### src/rtl/euler_pkg.sv
// Shared types and constants for the explicit-Euler step controller:
// FSM state encoding, default word widths and Q-format saturation limits.
package euler_pkg;

    typedef enum logic [2:0] {
        ST_IDLE,
        ST_REQ,
        ST_MUL,
        ST_UPD,
        ST_DONE
    } state_e;

    localparam int DATA_W_DEF = 32;
    localparam int FRAC_W_DEF = 16;
    localparam int CNT_W_DEF  = 16;

    // Saturation limits for the default word width.
    localparam logic [DATA_W_DEF-1:0] FX_MAX = {1'b0, {(DATA_W_DEF-1){1'b1}}};
    localparam logic [DATA_W_DEF-1:0] FX_MIN = {1'b1, {(DATA_W_DEF-1){1'b0}}};

endpackage

### src/rtl/euler_step_ctrl_if.sv
// Request/acknowledge bus between the Euler controller (master) and the
// derivative unit that evaluates f(t,y) (slave).
interface euler_step_ctrl_if
    import euler_pkg::*;
#(
    parameter int DATA_W = DATA_W_DEF
);
    logic              f_req;
    logic [DATA_W-1:0] f_t;
    logic [DATA_W-1:0] f_y;
    logic              f_ack;
    logic [DATA_W-1:0] f_val;

    modport master (
        output f_req, f_t, f_y,
        input  f_ack, f_val
    );

    modport slave (
        input  f_req, f_t, f_y,
        output f_ack, f_val
    );
endinterface

### src/rtl/euler_fx_mul.sv
// Signed Q-format multiply: full-width product, arithmetic shift (floor).
// EULER_SAT_EN defined: clamp to the signed word range; otherwise wrap.
module euler_fx_mul
    import euler_pkg::*;
#(
    parameter int DATA_W = DATA_W_DEF,
    parameter int FRAC_W = FRAC_W_DEF
) (
    input  logic signed [DATA_W-1:0] a_i,
    input  logic signed [DATA_W-1:0] b_i,
    output logic signed [DATA_W-1:0] p_o
);
    localparam int PW = 2 * DATA_W;

    logic signed [PW-1:0] a_ext;
    logic signed [PW-1:0] b_ext;
    logic signed [PW-1:0] full;
    logic signed [PW-1:0] shifted;

    assign a_ext   = $signed({{DATA_W{a_i[DATA_W-1]}}, a_i});
    assign b_ext   = $signed({{DATA_W{b_i[DATA_W-1]}}, b_i});
    assign full    = a_ext * b_ext;
    assign shifted = full >>> FRAC_W;

`ifdef EULER_SAT_EN
    localparam logic [DATA_W-1:0] MAX_W = {1'b0, {(DATA_W-1){1'b1}}};
    localparam logic [DATA_W-1:0] MIN_W = {1'b1, {(DATA_W-1){1'b0}}};

    // In range only when every bit above the result sign matches it.
    always_comb begin
        p_o = shifted[DATA_W-1:0];
        if (!shifted[PW-1] && (|shifted[PW-1:DATA_W-1])) begin
            p_o = MAX_W;
        end else if (shifted[PW-1] && !(&shifted[PW-1:DATA_W-1])) begin
            p_o = MIN_W;
        end
    end
`else
    logic unused_hi;

    assign p_o       = shifted[DATA_W-1:0];
    assign unused_hi = ^shifted[PW-1:DATA_W];
`endif

endmodule

### src/rtl/euler_step_ctrl.sv
// Explicit Euler integrator sequencer: y += h*f(t,y), t += h for n_steps.
// Optional EULER_SAT_EN build macro saturates the y update instead of wrapping.
module euler_step_ctrl
    import euler_pkg::*;
#(
    parameter int DATA_W = DATA_W_DEF,
    parameter int FRAC_W = FRAC_W_DEF,
    parameter int CNT_W  = CNT_W_DEF
) (
    input  logic              clk,
    input  logic              rst_n,
    input  logic              start,
    input  logic [DATA_W-1:0] h,
    input  logic [DATA_W-1:0] t0,
    input  logic [DATA_W-1:0] y0,
    input  logic [CNT_W-1:0]  n_steps,
    euler_step_ctrl_if.master f_bus,
    output logic [DATA_W-1:0] y_out,
    output logic [DATA_W-1:0] t_out,
    output logic              y_valid,
    output logic              busy,
    output logic              final_done
);
    localparam logic [CNT_W-1:0] CNT_ONE = {{(CNT_W-1){1'b0}}, 1'b1};

    state_e            state_q, state_d;
    logic [DATA_W-1:0] h_q, h_d;
    logic [DATA_W-1:0] t_q, t_d;
    logic [DATA_W-1:0] y_q, y_d;
    logic [DATA_W-1:0] fval_q, fval_d;
    logic [DATA_W-1:0] p_q, p_d;
    logic [DATA_W-1:0] y_out_q, y_out_d;
    logic [DATA_W-1:0] t_out_q, t_out_d;
    logic [CNT_W-1:0]  n_q, n_d;
    logic [CNT_W-1:0]  cnt_q, cnt_d;

    logic [DATA_W-1:0] mul_p;
    logic [DATA_W-1:0] y_sum;
    logic [DATA_W-1:0] t_sum;

    euler_fx_mul #(
        .DATA_W (DATA_W),
        .FRAC_W (FRAC_W)
    ) u_mul (
        .a_i (h_q),
        .b_i (fval_q),
        .p_o (mul_p)
    );

    assign t_sum = t_q + h_q;

`ifdef EULER_SAT_EN
    localparam logic [DATA_W-1:0] MAX_W = {1'b0, {(DATA_W-1){1'b1}}};
    localparam logic [DATA_W-1:0] MIN_W = {1'b1, {(DATA_W-1){1'b0}}};

    logic [DATA_W:0] y_ext;

    // One guard bit: overflow when it disagrees with the result sign.
    assign y_ext = {y_q[DATA_W-1], y_q} + {p_q[DATA_W-1], p_q};
    always_comb begin
        y_sum = y_ext[DATA_W-1:0];
        if (y_ext[DATA_W] != y_ext[DATA_W-1]) begin
            y_sum = y_ext[DATA_W] ? MIN_W : MAX_W;
        end
    end
`else
    assign y_sum = y_q + p_q;
`endif

    always_ff @(posedge clk or negedge rst_n) begin
        if (!rst_n) begin
            state_q <= ST_IDLE;
            h_q     <= '0;
            t_q     <= '0;
            y_q     <= '0;
            fval_q  <= '0;
            p_q     <= '0;
            y_out_q <= '0;
            t_out_q <= '0;
            n_q     <= '0;
            cnt_q   <= '0;
        end else begin
            state_q <= state_d;
            h_q     <= h_d;
            t_q     <= t_d;
            y_q     <= y_d;
            fval_q  <= fval_d;
            p_q     <= p_d;
            y_out_q <= y_out_d;
            t_out_q <= t_out_d;
            n_q     <= n_d;
            cnt_q   <= cnt_d;
        end
    end

    always_comb begin
        state_d = state_q;
        h_d     = h_q;
        t_d     = t_q;
        y_d     = y_q;
        fval_d  = fval_q;
        p_d     = p_q;
        y_out_d = y_out_q;
        t_out_d = t_out_q;
        n_d     = n_q;
        cnt_d   = cnt_q;

        unique case (state_q)
            ST_IDLE: begin
                if (start) begin
                    h_d     = h;
                    t_d     = t0;
                    y_d     = y0;
                    n_d     = n_steps;
                    cnt_d   = '0;
                    state_d = (n_steps == '0) ? ST_DONE : ST_REQ;
                end
            end
            ST_REQ: begin
                if (f_bus.f_ack) begin
                    fval_d  = f_bus.f_val;
                    state_d = ST_MUL;
                end
            end
            ST_MUL: begin
                p_d     = mul_p;
                state_d = ST_UPD;
            end
            ST_UPD: begin
                y_d     = y_sum;
                t_d     = t_sum;
                y_out_d = y_sum;
                t_out_d = t_sum;
                cnt_d   = cnt_q + CNT_ONE;
                // cnt_q never exceeds n_q-1 here, so the increment cannot wrap.
                state_d = ((cnt_q + CNT_ONE) == n_q) ? ST_DONE : ST_REQ;
            end
            ST_DONE: begin
                state_d = ST_IDLE;
            end
            default: begin
                state_d = ST_IDLE;
            end
        endcase
    end

    assign f_bus.f_req = (state_q == ST_REQ);
    assign f_bus.f_t   = t_q;
    assign f_bus.f_y   = y_q;

    // Results are forwarded during UPD so y_valid and the new value coincide.
    assign y_valid    = (state_q == ST_UPD);
    assign y_out      = (state_q == ST_UPD) ? y_sum : y_out_q;
    assign t_out      = (state_q == ST_UPD) ? t_sum : t_out_q;
    assign busy       = (state_q != ST_IDLE);
    assign final_done = (state_q == ST_DONE);

endmodule

### src/flat_wrapper.sv
// flat-port wrapper written by rule: the top's interface ports become plain ports
module euler_step_ctrl_flat import euler_pkg::*;
#(
    parameter int DATA_W = DATA_W_DEF,
    parameter int FRAC_W = FRAC_W_DEF,
    parameter int CNT_W  = CNT_W_DEF
)
  (clk, rst_n, start, h, t0, y0, n_steps, y_out, t_out, y_valid, busy, final_done, f_bus_f_req, f_bus_f_t, f_bus_f_y, f_bus_f_ack, f_bus_f_val);
  euler_step_ctrl_if #(.DATA_W(DATA_W)) f_bus_i ();
  input  logic clk;
  input  logic rst_n;
  input  logic start;
  input  logic [DATA_W-1:0] h;
  input  logic [DATA_W-1:0] t0;
  input  logic [DATA_W-1:0] y0;
  input  logic [CNT_W-1:0] n_steps;
  output logic [DATA_W-1:0] y_out;
  output logic [DATA_W-1:0] t_out;
  output logic y_valid;
  output logic busy;
  output logic final_done;
  output wire logic [$bits(f_bus_i.f_req)-1:0] f_bus_f_req;
  output wire logic [$bits(f_bus_i.f_t)-1:0] f_bus_f_t;
  output wire logic [$bits(f_bus_i.f_y)-1:0] f_bus_f_y;
  input wire logic [$bits(f_bus_i.f_ack)-1:0] f_bus_f_ack;
  input wire logic [$bits(f_bus_i.f_val)-1:0] f_bus_f_val;
  assign f_bus_f_req = f_bus_i.f_req;
  assign f_bus_f_t = f_bus_i.f_t;
  assign f_bus_f_y = f_bus_i.f_y;
  assign f_bus_i.f_ack = f_bus_f_ack;
  assign f_bus_i.f_val = f_bus_f_val;
  euler_step_ctrl #(.DATA_W(DATA_W), .FRAC_W(FRAC_W), .CNT_W(CNT_W)) u_core (.clk(clk), .rst_n(rst_n), .start(start), .h(h), .t0(t0), .y0(y0), .n_steps(n_steps), .f_bus(f_bus_i), .y_out(y_out), .t_out(t_out), .y_valid(y_valid), .busy(busy), .final_done(final_done));
endmodule
### config.mk
export PLATFORM = sky130hd
export DESIGN_NAME = euler_step_ctrl_flat
export DESIGN_NICKNAME = d
export VERILOG_FILES = /design/src/rtl/euler_pkg.sv /design/src/rtl/euler_step_ctrl_if.sv /design/src/rtl/euler_fx_mul.sv /design/src/rtl/euler_step_ctrl.sv /design/src/flat_wrapper.sv
export SDC_FILE = /design/constraint.sdc
export NUM_CORES = 2
export LEC_CHECK = 0
export BUFFER_PORTS_ARGS = -buffer_cell sky130_fd_sc_hd__buf_2
export CORE_ASPECT_RATIO = 0.5
export CORE_MARGIN = 2
export CORE_UTILIZATION = 45
export CTS_BUF_LIST = sky130_fd_sc_hd__clkbuf_2
export DETAILED_ROUTE_END_ITERATION = 16
export PLACE_DENSITY_LB_ADDON = 0.05
export SLEW_MARGIN = 20
export SYNTH_ARGS = -nofsm -noshare
export SYNTH_HDL_FRONTEND = slang
export SYNTH_HIERARCHICAL = 1
export SYNTH_SLANG_ARGS = --single-unit
### constraint.sdc
create_clock -name clk -period 22.6 [get_ports clk]
set_clock_uncertainty 0.15 [all_clocks]
set_input_delay 4.52 -clock clk [delete_from_list [all_inputs] [get_ports clk]]
set_output_delay 4.52 -clock clk [all_outputs]
set_load 0.02 [all_outputs]
# Yosys cells after proc, flatten, opt, wreduce, memory -nomap -nowiden
# Cells that the tools add are included.
# word_totals
ff_bits	259
out_inout_bits	132
wordCells	42
# op_classes
n_addsub	3
n_mul	1
eq_ne	7
n_mux	13
n_reduce_logical	8
# op_table
operator	n
2-to-1 mux 32 bit	4
one-hot mux 32 bit (2 select lines)	2
adder 32 bit	2
multiplier 32 x 32 -> 48 bit	1
one-hot mux 16 bit (2 select lines)	1
adder 16 x 1 -> 16 bit, second input constant	1
equality test 16 bit	1
logical NOT 16 bit	1
2-to-1 mux 16 bit	1
2-to-1 mux 3 bit	4
one-hot mux 3 bit (4 select lines)	1
AND reduction 2 bit	4
equality test 3 x 2 -> 1 bit, second input constant	2
equality test 3 x 1 -> 1 bit, second input constant	1
equality test 3 bit, second input constant	1
logical NOT 3 bit	1
nonzero test 3 bit	1
!= test 2 x 1 -> 1 bit, second input constant	1
!= test 2 bit, second input constant	1
nonzero test 2 bit	1

# Depth between registers and ports, before layout
# logic_depth
depth_word	4
ltp_mapped	30
mapped_depth_nobuf	28

# By module
# The synthesis kept the hierarchy.
# by_module_without_submodules
mod	instances	cells_per_inst	area_each_um2
euler_fx_mul	1	3068	28476.1
euler_step_ctrl	1	1664	14838.0

# Least setup slack after synthesis
# Ideal clock, no wire load.
# synth_timing
kind	reg-to-output
start	reg u_core.y_q[0] (netlist: u_core/f_bus.f_y[0])
end	out y_out[20]
arrival_ps	2969
t_required_ps	17930
slack_ps	14961
path_stages_with_launch	10
path_buffers	0
cell_sequence	dfrtp_1 -> ha_1 -> fa_1 -> a211oi_1 -> o21ai_1 -> a211oi_1 -> nor4_1 -> nor2_1 -> xor2_1 -> o21ai_0
# synth_via
elab_chain_cells	2
# synth_rtl
element	line_no	source
start: declaration	euler_step_ctrl.sv:29	logic [DATA_W-1:0] y_q, y_d;
start signal: assignment	euler_step_ctrl.sv:86	y_q <= y_d;
adder 32 bit	euler_step_ctrl.sv:67	assign y_sum = y_q + p_q;
2-to-1 mux 32 bit	--	
end: declaration	flat_wrapper.sv:17	output logic [DATA_W-1:0] y_out;
# No other way between the ends.

# Worst setup path after layout
# layout_timing
start	reg u_core.h_q[12]
end	out t_out[26]
# layout_via
elab_chain_cells	2
# layout_rtl
element	line_no	source
start: declaration	euler_step_ctrl.sv:27	logic [DATA_W-1:0] h_q, h_d;
start signal: assignment	euler_step_ctrl.sv:73	h_q <= '0;
start signal: assignment	euler_step_ctrl.sv:84	h_q <= h_d;
adder 32 bit	euler_step_ctrl.sv:50	assign t_sum = t_q + h_q;
2-to-1 mux 32 bit	euler_step_ctrl.sv:154	assign t_out = (state_q == ST_UPD) ? t_sum : t_out_q;
end: declaration	flat_wrapper.sv:18	output logic [DATA_W-1:0] t_out;
# No other way between the ends.

==> impl_summary.txt <==
----------------------------------------------------
[Layout]
  Fraction of layout cells with a size suffix above 1 ... 0.117
  Synthesis-to-finish area growth ... 7.50%
  Final Instance Area ... between 0.04 and 0.05 mm^2
  Count of nets after finishing ... approximately 6000
  Filler cell count ... roughly 9300

[CTS]
  Source-to-sink clock delay at the later pin of the worst-skew pair ... 1.29 ns
  CTS sink cnt ... approximately 260
  Root cell of the clock tree ... sky130_fd_sc_hd__clkbuf_2
  TritonCTS clock tree ... yes
  # hold bufs at CTS ... 0
  Clock slew at reported path FFs ... between 0.1 and 0.15 ns
  Largest buffer count on any clock path ... 3
  H-tree depth ... 3
  TritonCTS buffer count ... 70
  Setup Buffers After CTS ... 0
  Cells resized by post-CTS repair ... 0

[Setup path]
  Delay contributed by the slowest stage of the critical path ... 1.06 ns
  Type of origin of the critical path ... flip-flop
  Number of buffer and inverter instances along the worst setup path ... 1
  Worst Path Required ... 17.93 ns
  Endpoint type of the worst setup path ... output pin
  Maximum net fanout on the critical path ... 34
  Ordered list of cells on the worst path ... ha_1 -> and3_1 -> a31oi_1 -> a31oi_2 -> o31a_1 -> a211oi_1 -> a21o_1 -> buf_2
  Cell family with the largest share of critical-path delay ... compound AO/OA/AOI/OAI gates
  Critical-path cell with the highest stage delay ... sky130_fd_sc_hd__dfrtp_2
  CP Class ... reg2out
  Worst path arrival time ... 4.97 ns

[Synthesis]
  Ys async rst share ... 1.00
  Seq cells post-synth ... between 200 and 300
  EDFF count, synth ... 0
  Cells after Synth ... 4732
  Count of synthesis-stage warnings from yosys ... 6
  Share of the yosys chip area belonging to registers ... 0.150
  Library cells used by synthesis ... 84
  Average footprint of a synthesized cell ... 9.15 um^2
  Net Count, Synth ... 5946
  Top_reg_cell synth ... sky130_fd_sc_hd__dfrtp_1
  Summed instance area of the synthesized netlist ... 0.0433 mm^2

[Drt]
  Initial DRC count ... 2698
  Vias ... 33351
  WL per Instance ... 22.5 um
  TritonRoute pass-1 iters ... 5
  DRC violations left ... 0
  Total detailed-routing wirelength ... 140000 um
  Avg Vias per Cell ... 5.38
  Number of antenna-violating nets in the routed design ... 0

[Placement]
  Half-perimeter wire length after placement ... 105000 um
  Port-buffer cells ... 279
  Area after DPL ... 0.0458 mm^2
  GPL Wtd Cong ... about 0.95

[Die]
  Initial cell density of the core ... 0.454
  Standard-cell rows ... 80
  Area of the core region ... 0.0954 mm^2
  Total die area ... 0.0989 mm^2
  Number of top-level design ports ... between 200 and 300
  Height of the chip ... approximately 220 um
  Chip width ... 443 um

[Timing]
  Share of the clock period used by the worst path after layout ... 0.427
  Hold slack final ... 0.326 ns
  Total setup violations reported at the end of the flow ... 0
  Shortest clock period the worst path allows after layout ... 9.64 ns
  Slew Limit Fails ... 0
  F_max ... a little over 0.1 GHz
  Accumulated negative setup slack ... 0 ns
  Slew of the pin with the lowest slew margin ... approximately 1.3 ns
  Setup repair after global routing missed its margin ... no
  Number of hold violations in the final report ... 0
  Slew headroom ... 0.0992

[Job]
  Number of max-capacitance violations reported ... 0

[Global route]
  First-pass GRT wire length ... 217000 um
  Number of antenna violations at the first check in global routing ... 11
  Overall fraction of global-route tracks in use ... 0.292
  Grt total ovfl ... 0
  Number of global-route vias before repair ... about 35000
  Pin count of the biggest net entering global routing ... 161

[Status]
  Run status ... complete, no violations

[Min path]
  Type of the worst min-delay path ... reg2reg

----------------------------------------------------
## Yosys cell counts, drive strengths merged, types with 44 or more instances
| library cell | number | area [um^2] |
|---|---|---|
| nor2 | 115 | 432 |
| xnor2 | 90 | 788 |
| clkbuf | 239 | 900 |
| ha | 226 | 2830 |
| and2 | 476 | 2980 |
| dfrtp | 259 | 6480 |
| o21ai | 118 | 594 |
| inv | 802 | 3010 |
| a21oi | 127 | 658 |
| xor2 | 44 | 385 |
| a21o | 44 | 330 |
| fa | 840 | 16800 |
| mux2 | 67 | 754 |
| nand3 | 47 | 235 |
| nand2 | 821 | 3080 |
## through the flow
stage / setup slack (ns) / instances / util
CTS: 12.85 / 6195 / 0.488
finish: 12.96 / 6203 / 0.488
global route: 12.78 / 6202 / 0.488
detailed placement: 14.27 / 6073 / 0.480
floorplan: 14.96 / 4732 / -
global placement: 14.28 / 6073 / 0.480
## worst register-to-register path: stages (launching register included)
cell                       delay, ns
sky130_fd_sc_hd__dfrtp_2        1.06
sky130_fd_sc_hd__and2_1         0.29
sky130_fd_sc_hd__fa_1           0.44
sky130_fd_sc_hd__fa_1           0.49
sky130_fd_sc_hd__fa_1           0.52
sky130_fd_sc_hd__inv_1          0.05
sky130_fd_sc_hd__fa_1           0.47
sky130_fd_sc_hd__inv_1          0.05
sky130_fd_sc_hd__fa_1           0.50
sky130_fd_sc_hd__inv_1          0.06
sky130_fd_sc_hd__fa_1           0.53
sky130_fd_sc_hd__inv_1          0.05
sky130_fd_sc_hd__fa_1           0.50
sky130_fd_sc_hd__fa_1           0.42
sky130_fd_sc_hd__ha_1           0.34
sky130_fd_sc_hd__a21o_1         0.20
sky130_fd_sc_hd__a21o_1         0.18
sky130_fd_sc_hd__or2_0          0.21
sky130_fd_sc_hd__a31o_1         0.32
sky130_fd_sc_hd__a21oi_1        0.39
sky130_fd_sc_hd__o21ai_1        0.19
sky130_fd_sc_hd__a21oi_2        0.29
sky130_fd_sc_hd__o21bai_1       0.14
sky130_fd_sc_hd__xor2_1         0.15
sky130_fd_sc_hd__mux2_2         0.27
## sequential cells by signal (all words and copies together) (netlist names)
register          cells
u_core/f_bus.f_y     32
u_core/y_out_q       32
u_core/cnt_q         16
u_core/h_q           32
u_core/n_q           16
u_core/fval_q        32
u_core/f_bus.f_t     32
u_core/p_q           32
u_core/state_q        3
u_core/t_out_q       32
## path summary, 6_finish.rpt
path,startpoint,to,slack (ns),cells past startpoint
setup / recovery,u_core/h_q[12],t_out[26],12.96,8
hold / removal,u_core/y_out_q[6],u_core/y_out_q[6],0.33,2
setup reg to reg,u_core/h_q[12],u_core/p_q[19],14.06,24
hold reg to reg,u_core/y_out_q[6],u_core/y_out_q[6],0.33,2
max in group asynchronous,rst_n,u_core/fval_q[19],17.46,2
min in group asynchronous,rst_n,u_core/f_bus.f_t[13],3.22,1
## logic make-up (layout without fill, tap and decap cells)
logic type	Yosys count	after routing	share of synthesized area
and+or+nand+nor	1640	1640	0.182
buffers and inverters	1070	1263	0.0932
adders and majority gates	1066	1066	0.454
AOI/OAI and AO/OA	457	457	0.0677
DFF	259	259	0.150
xor gates and xnor gates	134	134	0.0271
muxes	106	106	0.0264
other	0	7	0
## layout make-up
class / count / area, um^2 / area share
clock buffer: 105 / 526 / 0.0113
antenna: 7 / 17.5 / 0.000376
inverter: 802 / 3010 / 0.0647
tap: 1271 / 1590 / 0.0342
clock inverter: 17 / 208 / 0.00446
multi-input combinational: 3403 / 32800 / 0.705
sequential: 259 / 6510 / 0.140
timing repair buffer: 339 / 1880 / 0.0404
## placed cells by master, fill, tap and decap left out, types with 13 or more instances in the layout
cell,n
sky130_fd_sc_hd__a21o_1,44
sky130_fd_sc_hd__and3_1,35
sky130_fd_sc_hd__xor2_1,44
sky130_fd_sc_hd__fa_1,840
sky130_fd_sc_hd__a21oi_1,123
sky130_fd_sc_hd__ha_1,226
sky130_fd_sc_hd__o31ai_1,13
sky130_fd_sc_hd__a31oi_1,22
sky130_fd_sc_hd__nand4_1,28
sky130_fd_sc_hd__and2_1,473
sky130_fd_sc_hd__nor2_1,114
sky130_fd_sc_hd__nor3_1,31
sky130_fd_sc_hd__inv_1,801
sky130_fd_sc_hd__xnor2_1,90
sky130_fd_sc_hd__dfrtp_2,23
sky130_fd_sc_hd__o211ai_1,16
sky130_fd_sc_hd__o21ai_0,109
sky130_fd_sc_hd__mux2i_1,39
sky130_fd_sc_hd__buf_2,278
sky130_fd_sc_hd__o21a_1,20
sky130_fd_sc_hd__nand3_1,47
sky130_fd_sc_hd__a211oi_1,16
sky130_fd_sc_hd__mux2_2,67
sky130_fd_sc_hd__nor2b_1,16
sky130_fd_sc_hd__dfrtp_1,236
sky130_fd_sc_hd__nand2_1,820
sky130_fd_sc_hd__clkbuf_2,105
sky130_fd_sc_hd__o21bai_1,16
sky130_fd_sc_hd__buf_4,58
## per-layer routing
| layer | up-vias | GRT usage | routed length, um |
|---|---|---|---|
| met5 | - | 0 | 55 |
| met4 | 8 | 0.0711 | 3430 |
| met3 | 191 | 0.0634 | 11700 |
| met2 | 1161 | 0.448 | 61500 |
| met1 | 17174 | 0.422 | 63100 |
| li1 | 14817 | - | - |
Power is left out: the tool's default activity adds up to more than one toggle a clock period on the data nets, which glitch-free logic cannot reach.
